===== src/rtl/fwd_pkg.sv =====
// fwd_pkg: shared types and parameter checks for the forwarding scoreboard.
//   fwd_slot_t   : one in-flight producer slot (valid, rd, is_load, has_data, data)
//   REG_IDX_W    : register index width
//   XLEN_MAX     : widest datapath a slot can carry; slots hold data zero-extended
//   fwd_*_ok     : parameter-range checks used at elaboration
//   slot_idx_w   : index width for a slot array of a given depth
package fwd_pkg;

  localparam int REG_IDX_W = 5;
  localparam int XLEN_MAX  = 64;

  typedef struct packed {
    logic                 valid;
    logic [REG_IDX_W-1:0] rd;
    logic                 is_load;
    logic                 has_data;
    logic [XLEN_MAX-1:0]  data;
  } fwd_slot_t;

  function automatic bit fwd_depth_ok(input int depth);
    return (depth >= 32'sd1) && (depth <= 32'sd8);
  endfunction

  function automatic bit fwd_num_rd_ok(input int num_rd);
    return num_rd >= 32'sd1;
  endfunction

  function automatic bit fwd_xlen_ok(input int xlen);
    return (xlen >= 32'sd1) && (xlen <= XLEN_MAX);
  endfunction

  // A depth-1 array still needs a one-bit index.
  function automatic int slot_idx_w(input int depth);
    return (depth > 32'sd1) ? $clog2(depth) : 32'sd1;
  endfunction

endpackage


===== src/rtl/fwd_scoreboard_if.sv =====
// fwd_scoreboard_if: Decode/EX/memory-side signals of the forwarding scoreboard.
//   master : pipeline side (drives operands, issue info, results, hold/flush)
//   slave  : scoreboard side (returns forwarded operands, fwd_en and stall)
interface fwd_scoreboard_if
  import fwd_pkg::*;
#(
  parameter int XLEN   = 32,
  parameter int NUM_RD = 2
);
  logic [NUM_RD-1:0][REG_IDX_W-1:0] rs_id;
  logic [NUM_RD-1:0][XLEN-1:0]      rs_data_id;
  logic                             issue_valid;
  logic [REG_IDX_W-1:0]             issue_rd;
  logic                             issue_reg_write;
  logic                             issue_is_load;
  logic [XLEN-1:0]                  ex_result;
  logic                             load_rsp_valid;
  logic [XLEN-1:0]                  load_rsp_data;
  logic                             hold;
  logic                             flush;
  logic [NUM_RD-1:0][XLEN-1:0]      fwd_rs;
  logic [NUM_RD-1:0]                fwd_en;
  logic                             stall;

  modport master (
    output rs_id, rs_data_id, issue_valid, issue_rd, issue_reg_write, issue_is_load,
           ex_result, load_rsp_valid, load_rsp_data, hold, flush,
    input  fwd_rs, fwd_en, stall
  );

  modport slave (
    input  rs_id, rs_data_id, issue_valid, issue_rd, issue_reg_write, issue_is_load,
           ex_result, load_rsp_valid, load_rsp_data, hold, flush,
    output fwd_rs, fwd_en, stall
  );
endinterface


===== src/rtl/fwd_scoreboard_chk.sv =====
// fwd_scoreboard_chk: simulation checks for the forwarding scoreboard.
//   i_rsp_valid   : load response presented
//   i_rsp_pending : some slot is waiting for load data
// A response with nothing pending is ignored by the scoreboard and flagged here.
module fwd_scoreboard_chk (
  input logic clk,
  input logic rst_n,
  input logic i_rsp_valid,
  input logic i_rsp_pending
);
  // Flag load responses that have no waiting load to fill.
  always_ff @(posedge clk) begin
    if (rst_n && i_rsp_valid) begin
      assert (i_rsp_pending)
        else $warning("fwd_scoreboard: stray load response ignored");
    end
  end
endmodule


===== src/rtl/fwd_scoreboard_lookup.sv =====
// fwd_lookup: per-read-port youngest-match selector (purely combinational).
//   i_slots      : scoreboard slots, index 0 = EX (youngest)
//   i_rs         : source register index; i_rs_data : register-file value
//   i_ex_result  : ALU result of slot 0
//   i_rsp_*      : load response being written this cycle (used when
//                  FWD_LOAD_BYPASS_EN is defined)
//   o_fwd_rs/o_fwd_en/o_stall : operand, forward flag, need-to-wait flag
module fwd_lookup
  import fwd_pkg::*;
#(
  parameter int XLEN  = 32,
  parameter int DEPTH = 3
)(
  input  fwd_slot_t [DEPTH-1:0]      i_slots,
  input  logic [REG_IDX_W-1:0]       i_rs,
  input  logic [XLEN-1:0]            i_rs_data,
  input  logic [XLEN-1:0]            i_ex_result,
  input  logic                       i_rsp_fill,
  input  logic [slot_idx_w(DEPTH)-1:0] i_rsp_idx,
  input  logic [XLEN-1:0]            i_rsp_data,
  output logic [XLEN-1:0]            o_fwd_rs,
  output logic                       o_fwd_en,
  output logic                       o_stall
);
  localparam int IDX_W = slot_idx_w(DEPTH);

  logic [DEPTH-1:0] w_match;
  logic [IDX_W-1:0] w_idx;
  logic             w_hit;
  fwd_slot_t        w_sel;
  logic             w_unused_sel;

  // Per-slot match; x0 never matches.
  always_comb begin
    w_match = '0;
    for (int i = 0; i < DEPTH; i++) begin
      w_match[i] = i_slots[i].valid && (i_slots[i].rd == i_rs) && (i_rs != '0);
    end
  end

  // Walk oldest to youngest so the youngest match is left in w_idx.
  always_comb begin
    w_idx = '0;
    for (int i = DEPTH - 1; i >= 0; i--) begin
      w_idx = w_match[i] ? IDX_W'(i) : w_idx;
    end
  end

  assign w_hit        = |w_match;
  assign w_sel        = i_slots[w_idx];
  assign w_unused_sel = ^w_sel;

  // Value selection for the winning slot.
  always_comb begin
    o_fwd_rs = i_rs_data;
    o_fwd_en = 1'b0;
    o_stall  = 1'b0;
    if (!w_hit) begin
      o_fwd_rs = i_rs_data;
    end else if ((w_idx == '0) && !w_sel.is_load) begin
      o_fwd_rs = i_ex_result;
      o_fwd_en = 1'b1;
    end else if (w_sel.has_data) begin
      o_fwd_rs = w_sel.data[XLEN-1:0];
      o_fwd_en = 1'b1;
`ifdef FWD_LOAD_BYPASS_EN
    end else if (i_rsp_fill && (i_rsp_idx == w_idx)) begin
      o_fwd_rs = i_rsp_data;
      o_fwd_en = 1'b1;
`endif
    end else begin
      // Youngest producer is a load whose data has not arrived yet.
      o_stall = 1'b1;
    end
  end

`ifndef FWD_LOAD_BYPASS_EN
  logic w_unused_rsp;
  assign w_unused_rsp = ^{i_rsp_fill, i_rsp_idx, i_rsp_data};
`endif

endmodule


===== src/rtl/fwd_scoreboard.sv =====
// fwd_scoreboard: multi-slot forwarding and load-use scoreboard.
//   clk, rst_n : clock, asynchronous active-low reset
//   bus        : fwd_scoreboard_if.slave (Decode operands, issue info, EX
//                result, load response, hold/flush in; fwd_rs/fwd_en/stall out)
// Optional feature macro: FWD_LOAD_BYPASS_EN (forward a load response in its
// arrival cycle instead of one cycle later).
module fwd_scoreboard
  import fwd_pkg::*;
#(
  parameter int XLEN   = 32,
  parameter int DEPTH  = 3,
  parameter int NUM_RD = 2
)(
  input logic              clk,
  input logic              rst_n,
  fwd_scoreboard_if.slave  bus
);
  localparam int IDX_W = slot_idx_w(DEPTH);
  localparam int TGT_W = IDX_W + 1;

  if (!fwd_depth_ok(DEPTH)) begin : g_bad_depth
    $error("fwd_scoreboard: DEPTH must be 1..8");
  end
  if (!fwd_num_rd_ok(NUM_RD)) begin : g_bad_num_rd
    $error("fwd_scoreboard: NUM_RD must be at least 1");
  end
  if (!fwd_xlen_ok(XLEN)) begin : g_bad_xlen
    $error("fwd_scoreboard: XLEN out of range");
  end

  fwd_slot_t [DEPTH-1:0] r_slots;
  fwd_slot_t [DEPTH-1:0] w_slots_nxt;
  fwd_slot_t             w_ex_done;
  fwd_slot_t             w_issue_slot;
  logic [NUM_RD-1:0]     w_port_stall;
  logic [DEPTH-1:0]      w_pend;
  logic [IDX_W-1:0]      w_rsp_idx;
  logic [TGT_W-1:0]      w_rsp_tgt;
  logic                  w_rsp_hit;
  logic                  w_rsp_fill;
  logic                  w_stall;
  logic                  w_adv;
  logic                  w_issue_ok;

  assign w_adv      = !bus.hold;
  assign w_stall    = |w_port_stall;
  assign bus.stall  = w_stall;
  assign w_issue_ok = bus.issue_valid && bus.issue_reg_write && (bus.issue_rd != '0)
                      && !w_stall && !bus.flush;

  // Oldest load still waiting for data; responses return in order.
  always_comb begin
    w_pend    = '0;
    w_rsp_idx = '0;
    for (int i = 0; i < DEPTH; i++) begin
      w_pend[i] = r_slots[i].valid && r_slots[i].is_load && !r_slots[i].has_data;
      w_rsp_idx = w_pend[i] ? IDX_W'(i) : w_rsp_idx;
    end
  end

  assign w_rsp_hit  = |w_pend;
  assign w_rsp_fill = bus.load_rsp_valid && w_rsp_hit;
  // The filled slot moves with the shift when both happen together.
  assign w_rsp_tgt  = TGT_W'(w_rsp_idx) + (w_adv ? TGT_W'(1) : TGT_W'(0));

  // Slot 0 as it leaves EX: non-loads capture the ALU result.
  always_comb begin
    w_ex_done          = r_slots[0];
    w_ex_done.has_data = r_slots[0].is_load ? r_slots[0].has_data : 1'b1;
    w_ex_done.data     = r_slots[0].is_load ? r_slots[0].data : XLEN_MAX'(bus.ex_result);
  end

  // New slot 0 contents from Decode.
  always_comb begin
    w_issue_slot          = '0;
    w_issue_slot.valid    = w_issue_ok;
    w_issue_slot.rd       = bus.issue_rd;
    w_issue_slot.is_load  = bus.issue_is_load;
    w_issue_slot.has_data = 1'b0;
  end

  // Shift on advance, then apply any load response to its post-shift slot.
  always_comb begin
    w_slots_nxt = r_slots;
    if (w_adv) begin
      for (int i = DEPTH - 1; i >= 1; i--) begin
        w_slots_nxt[i] = (i == 1) ? w_ex_done : r_slots[i-1];
      end
      w_slots_nxt[0] = w_issue_slot;
    end else begin
      w_slots_nxt = r_slots;
    end
    for (int i = 0; i < DEPTH; i++) begin
      w_slots_nxt[i].has_data = (w_rsp_fill && (w_rsp_tgt == TGT_W'(i)))
                                ? 1'b1 : w_slots_nxt[i].has_data;
      w_slots_nxt[i].data     = (w_rsp_fill && (w_rsp_tgt == TGT_W'(i)))
                                ? XLEN_MAX'(bus.load_rsp_data) : w_slots_nxt[i].data;
    end
  end

  // Slot state register.
  always_ff @(posedge clk or negedge rst_n) begin
    if (!rst_n) begin
      r_slots <= '0;
    end else begin
      r_slots <= w_slots_nxt;
    end
  end

  for (genvar p = 0; p < NUM_RD; p++) begin : g_port
    fwd_lookup #(.XLEN(XLEN), .DEPTH(DEPTH)) u_lookup (
      .i_slots     (r_slots),
      .i_rs        (bus.rs_id[p]),
      .i_rs_data   (bus.rs_data_id[p]),
      .i_ex_result (bus.ex_result),
      .i_rsp_fill  (w_rsp_fill),
      .i_rsp_idx   (w_rsp_idx),
      .i_rsp_data  (bus.load_rsp_data),
      .o_fwd_rs    (bus.fwd_rs[p]),
      .o_fwd_en    (bus.fwd_en[p]),
      .o_stall     (w_port_stall[p])
    );
  end

  fwd_scoreboard_chk u_chk (
    .clk           (clk),
    .rst_n         (rst_n),
    .i_rsp_valid   (bus.load_rsp_valid),
    .i_rsp_pending (w_rsp_hit)
  );

endmodule


===== src/flat_wrapper.sv =====
// flat-port wrapper written by rule: the top's interface ports become plain ports
module fwd_scoreboard_flat import fwd_pkg::*;
#(
  parameter int XLEN   = 32,
  parameter int DEPTH  = 3,
  parameter int NUM_RD = 2
)
  (clk, rst_n, bus_rs_id, bus_rs_data_id, bus_issue_valid, bus_issue_rd, bus_issue_reg_write, bus_issue_is_load, bus_ex_result, bus_load_rsp_valid, bus_load_rsp_data, bus_hold, bus_flush, bus_fwd_rs, bus_fwd_en, bus_stall);
  fwd_scoreboard_if #(.XLEN(XLEN), .NUM_RD(NUM_RD)) bus_i ();
  input logic clk;
  input logic rst_n;
  input wire logic [$bits(bus_i.rs_id)-1:0] bus_rs_id;
  input wire logic [$bits(bus_i.rs_data_id)-1:0] bus_rs_data_id;
  input wire logic [$bits(bus_i.issue_valid)-1:0] bus_issue_valid;
  input wire logic [$bits(bus_i.issue_rd)-1:0] bus_issue_rd;
  input wire logic [$bits(bus_i.issue_reg_write)-1:0] bus_issue_reg_write;
  input wire logic [$bits(bus_i.issue_is_load)-1:0] bus_issue_is_load;
  input wire logic [$bits(bus_i.ex_result)-1:0] bus_ex_result;
  input wire logic [$bits(bus_i.load_rsp_valid)-1:0] bus_load_rsp_valid;
  input wire logic [$bits(bus_i.load_rsp_data)-1:0] bus_load_rsp_data;
  input wire logic [$bits(bus_i.hold)-1:0] bus_hold;
  input wire logic [$bits(bus_i.flush)-1:0] bus_flush;
  output wire logic [$bits(bus_i.fwd_rs)-1:0] bus_fwd_rs;
  output wire logic [$bits(bus_i.fwd_en)-1:0] bus_fwd_en;
  output wire logic [$bits(bus_i.stall)-1:0] bus_stall;
  assign bus_i.rs_id = bus_rs_id;
  assign bus_i.rs_data_id = bus_rs_data_id;
  assign bus_i.issue_valid = bus_issue_valid;
  assign bus_i.issue_rd = bus_issue_rd;
  assign bus_i.issue_reg_write = bus_issue_reg_write;
  assign bus_i.issue_is_load = bus_issue_is_load;
  assign bus_i.ex_result = bus_ex_result;
  assign bus_i.load_rsp_valid = bus_load_rsp_valid;
  assign bus_i.load_rsp_data = bus_load_rsp_data;
  assign bus_i.hold = bus_hold;
  assign bus_i.flush = bus_flush;
  assign bus_fwd_rs = bus_i.fwd_rs;
  assign bus_fwd_en = bus_i.fwd_en;
  assign bus_stall = bus_i.stall;
  fwd_scoreboard #(.XLEN(XLEN), .DEPTH(DEPTH), .NUM_RD(NUM_RD)) u_core (.clk(clk), .rst_n(rst_n), .bus(bus_i));
endmodule

===== config.mk =====
export PLATFORM = sky130hd
export DESIGN_NAME = fwd_scoreboard_flat
export DESIGN_NICKNAME = d
export VERILOG_FILES = /design/src/rtl/fwd_pkg.sv /design/src/rtl/fwd_scoreboard_if.sv /design/src/rtl/fwd_scoreboard_chk.sv /design/src/rtl/fwd_scoreboard_lookup.sv /design/src/rtl/fwd_scoreboard.sv /design/src/flat_wrapper.sv
export SDC_FILE = /design/constraint.sdc
export NUM_CORES = 1
export LEC_CHECK = 0
export ABC_AREA = 1
export BUFFER_PORTS_ARGS = -buffer_cell sky130_fd_sc_hd__buf_2
export CORE_MARGIN = 3
export CORE_UTILIZATION = 30
export DETAILED_ROUTE_END_ITERATION = 16
export HOLD_SLACK_MARGIN = 0.12
export PLACE_DENSITY = 0.53
export SKIP_CTS_REPAIR_TIMING = 1
export SYNTH_ARGS = -nofsm -noshare
export SYNTH_HDL_FRONTEND = slang
export SYNTH_SLANG_ARGS = --single-unit

===== constraint.sdc =====
create_clock -name clk -period 3 [get_ports clk]
set_clock_uncertainty 0.05 [all_clocks]
set_input_delay 0.6 -clock clk [delete_from_list [all_inputs] [get_ports clk]]
set_output_delay 0.6 -clock clk [all_outputs]
set_load 0.02 [all_outputs]

After elaboration in Yosys (flattened, before gate mapping)
Index checks and enable logic that the tools add are counted.
{"block": "word_totals", "register_bits": 216, "in_bits": 151}
{"block": "classes", "magnitude_cmp": 2, "eq_ne": 11, "n_reduce_logical": 45, "mux": 40, "n_addsub": 1}
{"op": "binary-select mux 72 bit (select 2 bit)", "n": 2}
{"op": "2-to-1 mux 64 bit", "n": 4}
{"op": "2-to-1 mux 209 bit", "n": 1}
{"op": "2-to-1 mux 32 bit", "n": 6}
{"op": "2-to-1 mux 66 bit", "n": 2}
{"op": "== test 5 bit", "n": 6}
{"op": "logical AND 1 bit", "n": 28}
{"op": "2-to-1 mux 1 bit", "n": 18}
{"op": "nonzero test 5 bit", "n": 3}
{"op": "2-to-1 mux 2 bit", "n": 7}
{"op": "OR reduction 3 bit", "n": 3}
{"op": "logical NOT 1 bit", "n": 7}
{"op": "< comparator 2 x 3 -> 1 bit, second input constant", "n": 2}
{"op": "!= test 2 x 1 -> 1 bit, second input constant", "n": 3}
{"op": "logical NOT 2 bit", "n": 2}
{"op": "adder 2 x 3 -> 3 bit", "n": 1}
{"op": "== test 3 x 1 -> 1 bit, second input constant", "n": 1}
{"op": "== test 3 x 2 -> 1 bit, second input constant", "n": 1}
{"op": "logical NOT 3 bit", "n": 1}
{"op": "OR reduction 2 bit", "n": 1}

Depth between registers and ports, before layout
Gate-level depths: netlist of the first run.
{"block": "depth", "ltp_word": 18, "ltp_mapped": 15}

Modules after synthesis
Synthesis of the first run repeated with hierarchy kept, for this count alone.
{"block": "unflattened", "hier_cells": 1815, "hier_area_um2": 10819.1}
{"module": "fwd_scoreboard", "n_inst": 1, "cells_each": 871, "area_each_um2": 6339.8}
{"module": "fwd_lookup", "n_inst": 2, "cells_each": 472, "area_each_um2": 2239.6}

Least setup slack after synthesis of the first run
Ideal clock, no wire load.
{"block": "synth_timing", "kind": "input to register", "start": "input port bus_hold", "end": "register u_core.r_slots[81] (netlist bit)", "arrival_time_ps": 2650, "path_slack_ps": 177, "path_buffers": 5, "stages": 12, "cell_sequence": "clkbuf_1 inv_1 clkbuf_1 clkbuf_1 ha_1 ha_1 nor2_1 nand3b_1 buf_2 clkbuf_1 nand3_1 nand2_1"}
{"block": "synth_via", "elab_chain_len": 5}
{"item": "start, declared", "line_no": "flat_wrapper.sv:21", "source": "input wire logic [$bits(bus_i.hold)-1:0] bus_hold;"}
{"item": "2-to-1 mux 1 bit", "line_no": "fwd_scoreboard.sv:64", "source": "assign w_rsp_tgt = TGT_W'(w_rsp_idx) + (w_adv ? TGT_W'(1) : TGT_W'(0));"}
{"item": "adder 2 x 3 -> 3 bit", "line_no": "fwd_scoreboard.sv:64"}
{"item": "== test 3 x 1 -> 1 bit", "line_no": "fwd_scoreboard.sv:96", "source": "w_slots_nxt[i].data = (w_rsp_fill && (w_rsp_tgt == TGT_W'(i)))"}
{"item": "logical AND 1 bit", "line_no": "fwd_scoreboard.sv:96"}
{"item": "!= test 2 x 1 -> 1 bit (no source line) / 2-to-1 mux 64 bit (equally long branches)"}
{"item": "end signal, assigned", "line_no": "fwd_scoreboard.sv:106", "source": "r_slots <= w_slots_nxt;"}
{"item": "end, declared", "line_no": "fwd_scoreboard.sv:31", "source": "fwd_slot_t [DEPTH-1:0] r_slots;"}
Parallel ways exist; a longest one is shown, timed or not.
A chain may end at the register's enable or synchronous reset.

Final worst setup path of the first run
{"block": "layout_timing", "start": "register u_core.r_slots[140] (netlist bit)", "end": "output port bus_fwd_rs[28]"}
{"block": "layout_via", "elab_chain_len": 11}
{"item": "== test 5 bit (*)", "line_no": "fwd_scoreboard_lookup.sv:37", "source": "w_match[i] = i_slots[i].valid && (i_slots[i].rd == i_rs) && (i_rs != '0);"}
{"item": "logical AND 1 bit (*) (2 in a row)", "line_no": "fwd_scoreboard_lookup.sv:37"}
{"item": "2-to-1 mux 2 bit (2 in a row)", "line_no": "fwd_scoreboard_lookup.sv:45", "source": "w_idx = w_match[i] ? IDX_W'(i) : w_idx;"}
{"item": "binary-select mux 72 bit (select 2 bit)", "line_no": "fwd_scoreboard_lookup.sv:50", "source": "assign w_sel = i_slots[w_idx];"}
{"item": "2-to-1 mux 66 bit (implied by the code)", "line_no": "fwd_scoreboard_lookup.sv:50"}
{"item": "logical NOT 1 bit", "line_no": "fwd_scoreboard_lookup.sv:60", "source": "end else if ((w_idx == '0) && !w_sel.is_load) begin"}
{"item": "logical AND 1 bit", "line_no": "fwd_scoreboard_lookup.sv:60"}
{"item": "2-to-1 mux 32 bit", "line_no": "fwd_scoreboard_lookup.sv:60"}
{"item": "2-to-1 mux 32 bit (*)", "line_no": "fwd_scoreboard_lookup.sv:58", "source": "if (!w_hit) begin"}
{"item": "end, declared", "line_no": "flat_wrapper.sv:23", "source": "output wire logic [$bits(bus_i.fwd_rs)-1:0] bus_fwd_rs;"}
Mark *: on every way between the ends. The rest lies on a longest branch, timed or not. The select of a mux whose other input is x is not followed.

==> impl_metrics.csv, run 1 <==
group,metric,value,unit
yosys,netlist_instances,1553,
yosys,synth_seq_cells,120,
die,die_h,189.3,um
timing,whs,0.3484,ns
drt,wl_per_cell,18.86,um
placement,placedCellCount,2182,
global_route,grt_pass1_wl,63490,um
timing,tightestPinTransition,0.7094,ns
power_and_ir_drop,p_seq_share,35.3,%
worst_setup_path,cp.arrival,2.68,ns
layout,fin_cells,2245,
yosys,avgSynthCellArea,6.492,um2
power_and_ir_drop,combPwrFrac,27.3,%
timing,fin_setup_tns,-17.25,ns
placement,hpwl,28580,um
cts,cts_root_buffer,"clkbuf_16",
die,die-area,0.03584,mm2
cts,clock_sinks,120,
timing,relSlewSlack,52.71,%
drt,ant_nets,0,
job,cap_violations,0,
status,violations,"setup timing",
timing,fin_crit_sh,110.9,%
layout,reg_top3,"u_core.r_slots (120)",
power_and_ir_drop,swShare,33.88,%
layout,final_area,0.01372,mm2
layout,layout.nets,1944,
die,start_util,30.68,%
yosys,synth_most_common_cell,"nand2_1",
placement,portBuffers,217,
status,status,"complete, but fails checks",
cts,numCtsBuffers,17,
drt,via_per_inst,5.330,
worst_setup_path,path_class,"register to output port",
layout,regMostFlops,"u_core.r_slots",
die,rows,66,
die,die_w,189.3,um
yosys,synth.area.top_cells,"dfrtp_1 30%, nand2_1 17%, nand3_1 8.7%, a21oi_1 6.0%, o21ai_0 5.8%",
placement,place.gp.congestion,0.8716,
cts,h-tree-depth,4,
drt,drcViolationCount,0,
timing,fmax,300.6,MHz
timing,setup_ws,-0.3272,ns
power_and_ir_drop,p_total,0.005716,W
cts,ctsLongestPathBuffers,2,
timing,grt_setup_unrepaired,"true",
drt,totalWireLength,42350,um
global_route,antenna_found_initial,1,
drt,drtPass1Iterations,6,
power_and_ir_drop,ir_worst_vdd,0.3682,mV
global_route,grt_max_degree,129,
die,ios,218,
power_and_ir_drop,p_int,0.003779,W
layout,syn2layout_area_growth,36.08,%
layout,fillers,3436,
cts,cts_tree,"yes",
global_route,gr-total-overflow,0,
layout,antennaDiodeCount,0,
timing,post-route-min-period,3.327,ns
yosys,synth_nets,1706,
layout,largest_reg_flops,120,
drt,drt_iter0_markers,1021,
timing,finalHoldViolCount,0,
worst_setup_path,start_kind,"register",
die,core_area,0.03287,mm2
yosys,syn-cell-area,0.01008,mm2
drt,vias,11970,
yosys,postSynth.asyncResetShare,100.0,%
yosys,synth_ff_type,"dfrtp_1",
power_and_ir_drop,p_sw,0.001937,W
yosys,ys_seq_area_share,29.78,%
timing,slew_viol_final,0,
yosys,netlist_top_cells_count,"452 x nand2_1, 175 x nand3_1, 120 x a21oi_1, 120 x dfrtp_1, 117 x o21ai_0",
yosys,post-synth-top-area-cell,"dfrtp_1",
yosys,synth_top_area_share,29.78,%
worst_setup_path,cp.required,2.35,ns
power_and_ir_drop,powerDensity,416.6,mW/mm2
layout,drive_gt1_share,29.12,%
power_and_ir_drop,cellLeakagePower,6.827,nW
cts,clock_latency,0.43,ns
timing,setup_violations,67,
global_route,grt_pass1_vias,11280,
yosys,synth_warnings,0,
worst_setup_path,endpoint_kind,"output port",
worst_setup_path,crit_fanout,8,
placement,place_area,0.01210,mm2
cts,path_clk_slew,0.06,ns
yosys,synth_edf_count,0,
yosys,synthDistinctLibCells,35,
min_path,hp-class,"input port to register",
global_route,grt_use_total,22.35,%
power_and_ir_drop,p_clk_share,37.5,%
==> cell type report <==
type | count | area [um2] | area share [%]
clock inverters | 12 | 152.6 | 1.113
clock buffers | 19 | 442.9 | 3.228
well taps | 442 | 553.0 | 4.031
repair buffers | 349 | 2683 | 19.55
multi-input cells | 1197 | 6486 | 47.28
flip-flops and latches | 120 | 3004 | 21.90
inverters | 106 | 397.9 | 2.900
==> final timing paths <==
check                                    start            endpoint  slack [ns]  cells past startpoint
setup / recovery           u_core.r_slots[140]      bus_fwd_rs[28]       -0.33                     14
hold / removal                 bus_issue_rd[3]  u_core.r_slots[69]        0.35                      3
setup reg to reg           u_core.r_slots[208]  u_core.r_slots[97]        0.48                     12
hold reg to reg             u_core.r_slots[71]  u_core.r_slots[71]        0.45                      2
max in group asynchronous                rst_n  u_core.r_slots[84]        1.58                      3
min in group asynchronous                rst_n  u_core.r_slots[30]        0.61                      2
==> critical path, stage by stage, from the launching register on <==
cell and delay, ns:
dfrtp_1 0.41, inv_2 0.07, nand2_2 0.06, nand2_2 0.07, nor2_4 0.17, nand2_4 0.09
nor2_8 0.18, nand2_8 0.09, nand3_4 0.14, buf_6 0.13, nand3_4 0.21, clkbuf_16 0.27
a21oi_2 0.16, a21oi_2 0.05, buf_4 0.16
==> cells in the final DEF (no fill, tap or decap), types with 34 or more instances in the layout <==
| master | instances |
|---|---|
| nor2_1 | 80 |
| a21oi_1 | 79 |
| o211ai_1 | 34 |
| inv_1 | 83 |
| buf_2 | 174 |
| nand4_1 | 72 |
| nand3_1 | 171 |
| o21ai_0 | 117 |
| buf_4 | 124 |
| nand2_1 | 438 |
| o21bai_1 | 44 |
| a21oi_2 | 44 |
| dfrtp_1 | 119 |
==> power groups by stage <==
| stage | registers, W | clock network [W] | logic [W] |
|---|---|---|---|
| 2_1_floorplan | 0.00197 | 0 | 0.000842 |
| 3_3_place_gp | 0.00203 | 0 | 0.00133 |
| 3_5_place_dp | 0.00203 | 0 | 0.00134 |
| 4_1_cts | 0.00201 | 0.00217 | 0.00135 |
| 5_1_grt | 0.00204 | 0.00225 | 0.00172 |
| 6_report | 0.00202 | 0.00214 | 0.00156 |
==> logic make-up (layout without fill, tap and decap cells) <==
kind of cell / Yosys count / count (layout) / share of synthesized area, %
and+or+nand+nor: 816 / 816 / 36.85
AOI/OAI and AO/OA: 379 / 379 / 22.29
buffers and inverters: 236 / 486 / 10.83
DFF: 120 / 120 / 29.78
adders and majority gates: 2 / 2 / 0.2482
==> routing by layer <==
metal / vias to the layer above / GRT usage, % / wire length (um)
li1: 5740 / - / -
met1: 5632 / 29.72 / 18370
met2: 528 / 35.74 / 19480
met3: 65 / 4.832 / 3366
met4: 0 / 8.274 / 1129
met5: - / 0 / 0
==> through the flow <==
stage                     utilization [%]  worst slack, ns
after floorplan                         -           0.1773
after global placement              36.81          -0.2928
after detailed placement            36.81          -0.3224
after CTS                           38.62          -0.4538
after global routing                41.74          -0.4768
final                               41.74          -0.3272
Power figures use the tool's default switching activity.
==> run 2, diff against run 1 <==
Settings changed: ABC_AREA 1 to unset, CTS_CLUSTER_SIZE set to 24, PLACE_DENSITY 0.53 to 0.54.
==> run 2 against run 1 <==
Against the previous run:
- fmax down 5.9%
- critical path depth down 4
- area after synthesis down 16%
- die area down 15%
- largest power group unchanged
- the flow still finishes with violations (setup timing)
==> impl_metrics.csv, run 2 <==
group,metric,value,unit
yosys,netlist_top_cells_count,"140 x nand2_1, 120 x dfrtp_1, 96 x and3_1",
die,start_util,31.00,%
layout,final_cell_mix,"145 x buf_2, 139 x nand2_1, 118 x dfrtp_1",
timing,post-route-min-period,3.535,ns
timing,whs,0.3655,ns
cts,numCtsBuffers,17,
drt,drt_iter0_markers,659,
yosys,synthDistinctLibCells,54,
power_and_ir_drop,ir_worst_vdd,0.2686,mV
min_path,min_from,"bus_load_rsp_data[8]",
timing,finalHoldViolCount,0,
worst_setup_path,r2r-end,"u_core.r_slots[86]",
drt,vias,9201,
die,core_area,0.02740,mm2
worst_setup_path,r2r_slack,0.41,ns
worst_setup_path,endpoint_kind,"output port",
yosys,netlist_instances,1021,
power_and_ir_drop,swShare,30.12,%
power_and_ir_drop,cellLeakagePower,6.328,nW
layout,largest_reg_flops,120,
layout,drive_gt1_share,44.66,%
drt,wl_per_cell,21.57,um
cts,cts_tree,"yes",
job,cap_violations,0,
min_path,hold_path_end,"u_core.r_slots[80]",
drt,drtPass1Iterations,5,
yosys,synth_most_common_cell,"nand2_1",
cts,ctsLongestPathBuffers,2,
global_route,grt_max_degree,79,
layout,layout.nets,1462,
timing,relSlewSlack,36.96,%
power_and_ir_drop,p_seq_share,36.3,%
yosys,synth_warnings,0,
layout,reg_top3,"u_core.r_slots (120)",
worst_setup_path,r2r_cells,6,
layout,regArea,0.003005,mm2
placement,hpwl,23390,um
power_and_ir_drop,p_int,0.004001,W
yosys,synth_ff_type,"dfrtp_1",
die,die-area,0.03037,mm2
worst_setup_path,reg2reg_from,"u_core.r_slots[65]",
yosys,post-synth-top-area-cell,"dfrtp_1",
yosys,postSynth.asyncResetShare,100.0,%
timing,setup_ws,-0.5348,ns
power_and_ir_drop,p_total,0.005726,W
layout,regMostFlops,"u_core.r_slots",
global_route,grt_pass1_wl,52300,um
die,die_h,174.3,um
cts,clock_sinks,120,
yosys,synth_edf_count,0,
worst_setup_path,crit_fanout,8,
worst_setup_path,cp.required,2.35,ns
layout,layout_commonest_cell,"buf_2",
yosys,synth.area.top_cells,"dfrtp_1 35%, a221oi_1 9.7%, mux2i_1 7.8%, and3_1 7.1%, nand2_1 6.2%",
die,die_w,174.3,um
placement,place.gp.congestion,0.8211,
timing,grt_setup_unrepaired,"true",
die,rows,60,
drt,totalWireLength,36540,um
min_path,worstHoldPathCells,3,
yosys,synth_seq_cells,120,
drt,drcViolationCount,0,
cts,clock_latency,0.42,ns
yosys,synth_top_area_share,35.35,%
cts,path_clk_slew,0.06,ns
timing,fmax,282.9,MHz
global_route,antenna_found_initial,3,
yosys,synth_nets,1174,
worst_setup_path,path_class,"input port to output port",
drt,ant_nets,0,
status,violations,"setup timing",
worst_setup_path,cp.arrival,2.88,ns
yosys,avgSynthCellArea,8.321,um2
layout,multiInputGateArea,0.006758,mm2
global_route,grt_pass1_vias,9090,
drt,via_per_inst,5.432,
power_and_ir_drop,p_clk_share,39.1,%
timing,setup_violations,67,
layout,syn2layout_area_growth,68.66,%
layout,final_util,52.29,%
placement,portBuffers,217,
cts,cts_root_buffer,"clkbuf_16",
timing,tightestPinTransition,0.9457,ns
status,status,"complete, but fails checks",
yosys,ys_seq_area_share,35.35,%
timing,fin_crit_sh,117.8,%
global_route,gr-total-overflow,0,
global_route,grt_use_total,21.83,%
worst_setup_path,start_kind,"input port",
layout,fillers,2425,
yosys,syn-cell-area,0.008496,mm2
min_path,hp-class,"input port to register",
timing,fin_setup_tns,-32.90,ns
power_and_ir_drop,powerDensity,399.6,mW/mm2
die,ios,218,
cts,h-tree-depth,4,
power_and_ir_drop,combPwrFrac,24.6,%
timing,slew_viol_final,0,
power_and_ir_drop,p_sw,0.001724,W
==> run 2: changes by cell type in the layout (fill, tap and decap cells not counted), sizes merged, moves of 61 or more <==
| cell | before | now |
|---|---|---|
| nand3 | 186 | 2 |
| o21bai | 64 | 1 |
| a221oi | 0 | 94 |
| nand4 | 72 | 2 |
| and3 | 0 | 96 |
| mux2i | 0 | 66 |
| inv | 106 | 36 |
| a21oi | 130 | 69 |
| nand2 | 459 | 140 |
==> run 2: how the worst max path moves through the flow <==
stage	depth (start not counted)	slack, ns	startpoint	endpoint
3_3_place_gp	10	-0.57	bus_rs_id[3]	bus_fwd_rs[31]
3_5_place_dp	8	-0.63	bus_rs_id[6]	bus_fwd_rs[33]
2_1_floorplan	7	-0.15	bus_rs_id[1]	bus_fwd_rs[10]
4_1_cts	8	-0.87	u_core.r_slots[69]	bus_fwd_rs[33]
5_1_grt	12	-0.59	u_core.r_slots[69]	bus_fwd_rs[60]
6_report	10	-0.53	bus_rs_id[3]	bus_fwd_rs[0]
==> run 2: per-stage QoR <==
step	instances	worst slack [ns]	area [um2]
after floorplan	1021	-0.1537	9512
after global placement	1620	-0.5687	11770
after detailed placement	1620	-0.6316	11770
after CTS	1651	-0.8703	12400
after global routing	1694	-0.5871	14330
final	1694	-0.5348	14330
==> run 2: worst max-delay path, stage by stage <==
cell and delay [ns]:
buf_6 0.10, or4_4 0.55, o211a_4 0.26, a21bo_4 0.23, o311ai_4 0.29, buf_4 0.17
o21ai_4 0.11, clkbuf_16 0.23, o221ai_2 0.17, buf_4 0.17
==> run 2: layer usage <==
metal	share of wire, %	vias up	track usage (%)
met1	44	4468	28.60
met4	1.5	4	5.395
met5	0.041	-	0
met3	5.4	42	3.670
li1	-	4385	-
met2	49	302	37.48
==> run 2: cells by family after synthesis <==
group	Yosys count	share of synthesized area (%)
muxes	86	10.43
DFF	120	35.35
buffers and inverters	132	6.627
adders and majority gates	2	0.2945
xor gates and xnor gates	28	2.887
AOI/OAI and AO/OA	311	24.93
and+or+nand+nor	342	19.48
==> run 2: power by group through the flow <==
| stage | logic (W) | registers [W] | clock network [W] |
|---|---|---|---|
| 3_3_place_gp | 0.00119 | 0.00206 | 0 |
| 6_report | 0.00141 | 0.00208 | 0.00224 |
| 3_5_place_dp | 0.00120 | 0.00206 | 0 |
| 2_1_floorplan | 0.000734 | 0.00201 | 0 |
| 5_1_grt | 0.00153 | 0.00211 | 0.00234 |
| 4_1_cts | 0.00121 | 0.00203 | 0.00227 |
==> run 2: area by class of cell <==
type | instances | area share (%)
tap | 372 | 3.248
timing repair buffer | 364 | 23.25
antenna | 1 | 0.01746
sequential | 120 | 20.97
clock buffer | 23 | 3.406
inverter | 36 | 0.9431
clock inverter | 8 | 0.9955
multi-input combinational | 770 | 47.16
